[src/rtl/mem_arbiter.sv]
`default_nettype none
// ============================================================================
// Module   : mem_arbiter
// Brief    : Two-port (CPU / debug) arbiter sharing one unified memory.
//            Accesses are serialised by an IDLE/ACCESS/RESP sequencer with a
//            req/ack handshake. CPU has fixed priority; the debug port is
//            guaranteed a grant after MAX_WAIT lost contested decisions.
// Revision : 1.0 - initial release
// ============================================================================
module mem_arbiter #(
    parameter int MAX_WAIT = 4,
    parameter int AW       = 32,
    parameter int DW       = 32
) (
    input  logic          clk,
    input  logic          reset,
    // CPU port
    input  logic          c_req,
    input  logic          c_we,
    input  logic [AW-1:0] c_addr,
    input  logic [DW-1:0] c_wdata,
    output logic [DW-1:0] c_rdata,
    output logic          c_ack,
    // debug port
    input  logic          d_req,
    input  logic          d_we,
    input  logic [AW-1:0] d_addr,
    input  logic [DW-1:0] d_wdata,
    output logic [DW-1:0] d_rdata,
    output logic          d_ack,
    // memory side
    output logic          m_we,
    output logic [AW-1:0] m_addr,
    output logic [DW-1:0] m_wdata,
    input  logic [DW-1:0] m_rdata,
    output logic [1:0]    owner
);

    // Wait counter is at least 3 bits and wide enough to hold MAX_WAIT.
    localparam int             WCW        = ($clog2(MAX_WAIT + 1) > 3) ? $clog2(MAX_WAIT + 1) : 3;
    localparam logic [WCW-1:0] C_MAX_WAIT = WCW'(MAX_WAIT);

    localparam logic [1:0] C_OWN_NONE = 2'b00;
    localparam logic [1:0] C_OWN_CPU  = 2'b01;
    localparam logic [1:0] C_OWN_DBG  = 2'b10;

    typedef enum logic [1:0] {
        S_IDLE   = 2'd0,
        S_ACCESS = 2'd1,
        S_RESP   = 2'd2
    } state_t;

    state_t         r_state;
    state_t         w_state_nxt;
    logic           w_grant_c;
    logic           w_grant_d;
    logic           w_contested;

    logic           r_we;
    logic [AW-1:0]  r_addr;
    logic [DW-1:0]  r_wdata;
    logic [1:0]     r_owner;
    logic [WCW-1:0] r_wait_cnt;
    logic [DW-1:0]  r_c_rdata;
    logic [DW-1:0]  r_d_rdata;

    // Sequencer state register.
    always_ff @(posedge clk or negedge reset) begin
        if (!reset) begin
            r_state <= S_IDLE;
        end else begin
            r_state <= w_state_nxt;
        end
    end

    // Next-state and grant decision; grants are only ever issued in IDLE.
    always_comb begin
        w_state_nxt = r_state;
        w_grant_c   = 1'b0;
        w_grant_d   = 1'b0;
        w_contested = c_req & d_req;
        case (r_state)
            S_IDLE: begin
                if (w_contested) begin
                    // Debug port wins only once it has lost MAX_WAIT times in a row.
                    if ((MAX_WAIT != 0) && (r_wait_cnt == C_MAX_WAIT)) begin
                        w_grant_d = 1'b1;
                    end else begin
                        w_grant_c = 1'b1;
                    end
                end else begin
                    w_grant_c = c_req;
                    w_grant_d = d_req;
                end
                if (c_req || d_req) begin
                    w_state_nxt = S_ACCESS;
                end
            end
            S_ACCESS: w_state_nxt = S_RESP;
            S_RESP:   w_state_nxt = S_IDLE;
            default:  w_state_nxt = S_IDLE;
        endcase
    end

    // Latch the winner's request fields and ownership at the grant edge.
    always_ff @(posedge clk or negedge reset) begin
        if (!reset) begin
            r_we    <= 1'b0;
            r_addr  <= '0;
            r_wdata <= '0;
            r_owner <= C_OWN_NONE;
        end else if (w_grant_c) begin
            r_we    <= c_we;
            r_addr  <= c_addr;
            r_wdata <= c_wdata;
            r_owner <= C_OWN_CPU;
        end else if (w_grant_d) begin
            r_we    <= d_we;
            r_addr  <= d_addr;
            r_wdata <= d_wdata;
            r_owner <= C_OWN_DBG;
        end
    end

    // Starvation counter: counts contested losses of the debug port, saturating.
    always_ff @(posedge clk or negedge reset) begin
        if (!reset) begin
            r_wait_cnt <= '0;
        end else if (w_grant_d) begin
            r_wait_cnt <= '0;
        end else if (w_contested && w_grant_c && (r_wait_cnt != C_MAX_WAIT)) begin
            r_wait_cnt <= r_wait_cnt + 1'b1;
        end
    end

    // Capture memory read data for the owning port at the end of ACCESS.
    always_ff @(posedge clk or negedge reset) begin
        if (!reset) begin
            r_c_rdata <= '0;
            r_d_rdata <= '0;
        end else if (r_state == S_ACCESS) begin
            if (r_owner == C_OWN_CPU) begin
                r_c_rdata <= m_rdata;
            end
            if (r_owner == C_OWN_DBG) begin
                r_d_rdata <= m_rdata;
            end
        end
    end

    // Write strobe is gated by state so an async reset drops it immediately.
    assign m_we    = (r_state == S_ACCESS) && r_we;
    assign m_addr  = r_addr;
    assign m_wdata = r_wdata;
    assign owner   = (r_state == S_IDLE) ? C_OWN_NONE : r_owner;
    assign c_ack   = (r_state == S_RESP) && (r_owner == C_OWN_CPU);
    assign d_ack   = (r_state == S_RESP) && (r_owner == C_OWN_DBG);
    assign c_rdata = r_c_rdata;
    assign d_rdata = r_d_rdata;

endmodule
`default_nettype wire
[config.mk]
export PLATFORM = sky130hd
export DESIGN_NAME = mem_arbiter
export DESIGN_NICKNAME = d
export VERILOG_FILES = /design/src/rtl/mem_arbiter.sv
export SDC_FILE = /design/constraint.sdc
export NUM_CORES = 1
export LEC_CHECK = 0
export CORE_ASPECT_RATIO = 0.8
export CORE_MARGIN = 4
export CORE_UTILIZATION = 40
export DETAILED_ROUTE_END_ITERATION = 8
export PLACE_DENSITY_LB_ADDON = 0.3
export REMOVE_ABC_BUFFERS = 1
export SYNTH_ARGS = -nofsm -noshare
export SYNTH_HDL_FRONTEND = slang
export SYNTH_SLANG_ARGS = --single-unit
[constraint.sdc]
create_clock -name clk -period 2.55 [get_ports clk]
set_clock_uncertainty 0.15 [all_clocks]
set_input_delay 0.765 -clock clk [delete_from_list [all_inputs] [get_ports clk]]
set_output_delay 0.765 -clock clk [all_outputs]
set_load 0.005 [all_outputs]
==> results of run 1 <==
[state kept, by name, summed over array words and instances, names as in the netlist]
name and flops:
d_rdata 32, r_wait_cnt 3, c_rdata 32, m_wdata 32, r_owner 2, r_we 1, m_addr 32, r_state 2
[routing by layer]
layer | global-route usage | vias to the layer above | part of all wire
met3 | 0.0649 | 33 | 0.074
li1 | - | 2436 | -
met5 | 0 | - | 0
met2 | 0.373 | 240 | 0.49
met1 | 0.282 | 2638 | 0.41
met4 | 0.0827 | 0 | 0.026
[logic make-up after synthesis]
logic type | after synthesis | synth area share
compound gates | 176 | 0.244
flops | 136 | 0.546
buf+inv | 92 | 0.0666
mux | 65 | 0.117
simple gates | 23 | 0.0221
fa+ha+maj | 2 | 0.00401
[worst max-delay path: cells and delay by family (launching register included)]
| kind | cells | cell delay, ps |
|---|---|---|
| buf+inv | 2 | 300 |
| flops | 1 | 420 |
| simple gates | 2 | 360 |
[final timing paths]
check / from / endpoint / slack [ps] / depth (start not counted)
max: r_state[1] / m_we / 140 / 4
min: reset / d_rdata[19] / 80 / 1
max reg2reg: r_state[0] / m_wdata[24] / 160 / 4
min reg2reg: d_rdata[8] / d_rdata[8] / 360 / 1
max in group asynchronous: reset / d_rdata[7] / 1510 / 2
min in group clk: d_rdata[8] / d_rdata[8] / 360 / 1
[power by group through the flow]
| stage | registers [W] | clock network, W | logic (W) |
|---|---|---|---|
| 4_1_cts | 0.00383 | 0.00263 | 0.00539 |
| 3_5_place_dp | 0.00383 | 0 | 0.00532 |
| 3_3_place_gp | 0.00377 | 0 | 0.00519 |
| 5_1_grt | 0.00396 | 0.00273 | 0.00571 |
| 2_1_floorplan | 0.00384 | 0 | 0.00207 |
| 6_report | 0.00383 | 0.00258 | 0.00532 |
[cell type report]
cell class / count / area, sq um
fillers: 1123 / 5090
flip-flops and latches: 136 / 3400
repair buffers: 320 / 3200
multi-input cells: 266 / 2420
clock buffers: 17 / 425
well taps: 210 / 263
clock inverters: 15 / 191
inverters: 45 / 169
[per-stage QoR]
step	power [W]	std cells
final	0.0117	1009
after global routing	0.0124	1009
after CTS	0.0118	1009
after detailed placement	0.00915	973
after global placement	0.00897	973
after floorplan	0.00591	447
[what timing repair did]
| action | in CTS | in global routing |
|---|---|---|
| gates resized for setup | 3 | 3 |
| setup endpoints to repair | 4 | 3 |
| pin swaps | 0 | 1 |
| buffers inserted | 4 | 0 |
| hold buffers | 0 | 0 |
[layout by cell type, fill, tap and decap left out, types with 3 or more instances in the layout]
| master | n |
|---|---|
| clkdlybuf4s50_1 | 291 |
| dfrtp_1 | 135 |
| a21boi_0 | 65 |
| mux2_2 | 65 |
| inv_1 | 45 |
| a2111oi_0 | 40 |
| a211o_1 | 40 |
| a221o_2 | 20 |
| buf_4 | 18 |
| clkbuf_16 | 17 |
| nand2b_1 | 5 |
| a221o_1 | 5 |
| inv_6 | 4 |
| buf_12 | 4 |
| nor2_1 | 3 |
| and2_1 | 3 |
| clkinv_4 | 3 |
| bufinv_16 | 3 |
| dlymetal6s2s_1 | 3 |
==> results_dict.tcl, run 1 <==
set metrics [dict create \
    ant_nets 0 \
    drt-initial-drc-count 274 \
    fin_hold_ws_ps 78.0 \
    place_ws_ps -228 \
    path_class "reg -> out" \
    cp_slowest_cell "dfrtp_2" \
    fin_tns_setup_ps 0 \
    avgSynthCellArea_sq_um 12.6 \
    slew_violations 0 \
    synth-edff-count 0 \
    powerDensity_mw_per_mm2 1160 \
    syn_inst 494 \
    cts_sinks 136 \
    wl_per_cell_um 20.0 \
    fin_util 0.664 \
    yosys-top-cells-count "136 x dfrtp_1, 65 x a21boi_0, 65 x mux2_2" \
    internal-power_w 0.00812 \
    num_rows 40 \
    drive_above_1_share 0.186 \
    nets 954 \
    placed_area_sq_mm 0.00942 \
    status "finished, final reports clean" \
    die-area_sq_mm 0.0177 \
    switching_share 0.307 \
    track_usage 0.225 \
    gp_congestion 0.782 \
    critPathLaunchType "register" \
    clk_pin_slew_ps 60 \
    drt_wl_total_mm 20.2 \
    vias 5347 \
    crit_required_ps 1640 \
    ys_ff_latch 136 \
    final_area_sq_mm 0.0101 \
    clk_path_buf_depth 2 \
    die_h_um 120 \
    areaGrowthSynthToFinish_pct 61.6 \
    initial_core_util 0.411 \
    synthesis.area_sq_mm 0.00623 \
    synthArstFlopShare 1.00 \
    grt_overflow 0 \
    synth_top_area_share 0.546 \
    antenna_found_initial 0 \
    root_buffer "clkbuf_16" \
    max_stage_delay_ps 420 \
    period_share 0.945 \
    max_freq_mhz 415 \
    hpwl_mm 14.0 \
    peakVddDrop_mv 0.757 \
    pwr-share-clk 0.220 \
    worstMarginPinSlew_ps 1120 \
    maxCapViolations 0 \
    hp-class "in -> async" \
    ys_types 30 \
    routed_via_density 5.30 \
    ys_top_cells_by_area "dfrtp_1 55%, mux2_2 12%, a21boi_0 7.8%, a2111oi_0 5.6%, a211o_1 5.6%" \
    grt_pass1_vias 5705 \
    min_period_ps 2410 \
    seq_area_frac_synth 0.546 \
    core_sq_mm 0.0152 \
    fp.dieW_um 148 \
    io_buffer_count 298 \
    synth_flop_cell "dfrtp_1" \
    setup_ws_ps 140 \
    cts_tree "yes" \
    synth.most_common_cell "dfrtp_1" \
    crit_chain "or2b_1 -> inv_1 -> and2_1 -> dlygate4sd2_1" \
    power_switching_w 0.00361 \
    p_leak_nw 4.42 \
    htreeDepth 4 \
    slew_headroom 0.253 \
    cp.arrival_ps 1500 \
    end_kind "primary output" \
    yosys_warnings 0 \
    dr.pass1.iters 4 \
    diodes 0 \
    insertion_delay_ps 410 \
    rsz0062_at_grt "no" \
    combPwrFrac 0.454 \
    pwr-share-seq 0.326 \
    hold_violations 0 \
    final-setup-viol-count 0 \
    synth_area_leader_cell "dfrtp_1" \
    grt_pass1_wl_mm 31.6 \
    critPathMaxFanout 4 \
    drc 0 \
    io_pins 299 \
    cts_buffers 17 \
    grt_max_degree 70 \
]
(Power assumes the default switching activity.)
==> run 2, diff against run 1 <==
--- a/config.mk
+++ b/config.mk
@@ -5,9 +5,10 @@
 export SDC_FILE = /design/constraint.sdc
 export NUM_CORES = 1
 export LEC_CHECK = 0
-export CORE_ASPECT_RATIO = 0.8
+export CORE_ASPECT_RATIO = 0.75
 export CORE_MARGIN = 4
 export CORE_UTILIZATION = 40
+export CTS_CLUSTER_SIZE = 8
 export DETAILED_ROUTE_END_ITERATION = 8
 export PLACE_DENSITY_LB_ADDON = 0.3
 export REMOVE_ABC_BUFFERS = 1
==> run 2 against run 1 <==
  * Register-to-register slack gained 40 ps
  * Cell area shrank 0.27%
  * Maximum frequency is 3.5% lower
  * Setup slack got worse by 86 ps
==> results_dict.tcl, run 2 (synthesized netlist as in run 1, its figures left out) <==
set metrics [dict create \
    status "finished, final reports clean" \
    slew_violations 0 \
    fin_hold_ws_ps 145 \
    final_common_cell "clkdlybuf4s50_1" \
    core_sq_mm 0.0153 \
    nets 956 \
    power_switching_w 0.00368 \
    areaGrowthSynthToFinish_pct 61.2 \
    cts_tree "yes" \
    switching_share 0.317 \
    die_h_um 116 \
    min_period_ps 2500 \
    p_leak_nw 4.38 \
    multi_input_area_sq_mm 0.00243 \
    drt_wl_total_mm 20.9 \
    cp.arrival_ps 1580 \
    track_usage 0.229 \
    crit_required_ps 1640 \
    grt_pass1_vias 5761 \
    grt_max_degree 70 \
    finalPower_w 0.0116 \
    path_class "reg -> out" \
    critPathLaunchType "register" \
    peakVddDrop_mv 0.712 \
    io_pins 299 \
    die-area_sq_mm 0.0177 \
    grt_overflow 0 \
    r2r_cells 5 \
    insertion_delay_ps 410 \
    htreeDepth 4 \
    hp-class "in -> async" \
    max_stage_delay_ps 380 \
    fp.dieW_um 152 \
    initial_core_util 0.408 \
    clk_pin_slew_ps 60 \
    n_fill_cell 1137 \
    crit_chain "buf_4 -> or2_1 -> and2_1 -> dlygate4sd2_1" \
    gp_congestion 0.793 \
    grt_pass1_wl_mm 32.0 \
    root_buffer "clkbuf_16" \
    period_share 0.979 \
    drt-initial-drc-count 276 \
    combPwrFrac 0.462 \
    layout_common_cells "291 x clkdlybuf4s50_1, 136 x dfrtp_1, 65 x a21boi_0, 65 x mux2_2, 45 x inv_1" \
    clk_path_buf_depth 2 \
    max_freq_mhz 401 \
    end_kind "primary output" \
    drive_above_1_share 0.187 \
    cts_sinks 136 \
    dr.pass1.iters 4 \
    io_buffer_count 298 \
    worst-path-stages 4 \
    wl_per_cell_um 20.8 \
    diodes 0 \
    cts_buffers 17 \
    worst-path-buf-inv 2 \
    pwr-share-clk 0.208 \
    cpLargestDelayFamily "buffers and inverters" \
    final-setup-viol-count 0 \
    hold_buffers 0 \
    routed_via_density 5.36 \
    hpwl_mm 14.6 \
    critPathMaxFanout 4 \
    vias 5395 \
    cp_slowest_cell "dfrtp_1" \
    ant_nets 0 \
    antenna_found_initial 0 \
    pwr-share-seq 0.330 \
    worstMarginPinSlew_ps 954 \
    internal-power_w 0.00795 \
    maxCapViolations 0 \
    slew_headroom 0.363 \
    rsz0062_at_grt "no" \
    hold_violations 0 \
    num_rows 39 \
    powerDensity_mw_per_mm2 1160 \
    ff_latch_area_sq_mm 0.00340 \
    drc 0 \
]
run 2: power groups by stage:
stage	Combinational (W)	Sequential (W)	Clock, W
final	0.00538	0.00384	0.00242
after global routing	0.00580	0.00396	0.00256
after CTS	0.00542	0.00383	0.00247
after detailed placement	0.00535	0.00384	0
after global placement	0.00518	0.00379	0
after floorplan	0.00207	0.00384	0
run 2: what timing repair did:
item / 4_1_cts / 5_1_grt
endpoints found under the setup margin: 4 / 27
resized for setup: 4 / 1
setup buffers: 4 / 1
pin swaps: 0 / 2
cloned: 0 / 1
run 2: routing by layer:
| layer | global-route usage | vias to the layer above | share of wire |
|---|---|---|---|
| li1 | - | 2460 | - |
| met1 | 0.284 | 2680 | 0.41 |
| met2 | 0.386 | 232 | 0.50 |
| met3 | 0.0856 | 23 | 0.081 |
| met4 | 0.0557 | 0 | 0.015 |
| met5 | 0 | - | 0 |
run 2: path summary, 6_finish.rpt:
kind	from	endpoint	slack, ps
worst max-delay path	r_state[0]	owner[1]	50
worst min-delay path	reset	c_rdata[6]	150
worst max register to register	r_state[0]	m_wdata[21]	200
worst min register to register	d_rdata[8]	d_rdata[8]	360
max in group asynchronous	reset	m_wdata[31]	1490
min in group clk	d_rdata[8]	d_rdata[8]	360
run 2: layout make-up:
type | instances | share of cell area
Sequential cell | 136 | 0.339
Timing Repair Buffer | 321 | 0.318
Multi-Input combinational cell | 267 | 0.242
Clock buffer | 17 | 0.0423
Tap cell | 205 | 0.0255
Inverter | 45 | 0.0168
Clock inverter | 15 | 0.0158
run 2: metrics by stage:
| stage | util | TNS (ps) | instance area (sq um) | instances | setup slack, ps |
|---|---|---|---|---|---|
| floorplan | - | -48750 | 5990 | 447 | -800 |
| global route | 0.658 | 0 | 10000 | 1006 | 1.85 |
| finish | 0.658 | 0 | 10000 | 1006 | 53.2 |
| global placement | 0.616 | -6380 | 9410 | 968 | -261 |
| detailed placement | 0.616 | -7000 | 9410 | 968 | -296 |
| CTS | 0.656 | 0 | 10000 | 1004 | 32.0 |
==> run 3, diff against run 2 <==
--- a/config.mk
+++ b/config.mk
@@ -10,6 +10,7 @@
 export CORE_UTILIZATION = 40
 export CTS_CLUSTER_SIZE = 8
 export DETAILED_ROUTE_END_ITERATION = 8
+export GPL_ROUTABILITY_DRIVEN = 1
 export PLACE_DENSITY_LB_ADDON = 0.3
 export REMOVE_ABC_BUFFERS = 1
 export SYNTH_ARGS = -nofsm -noshare
==> results of run 3 <==
The final DEF is identical to that of run 2; final timing and power are the same.
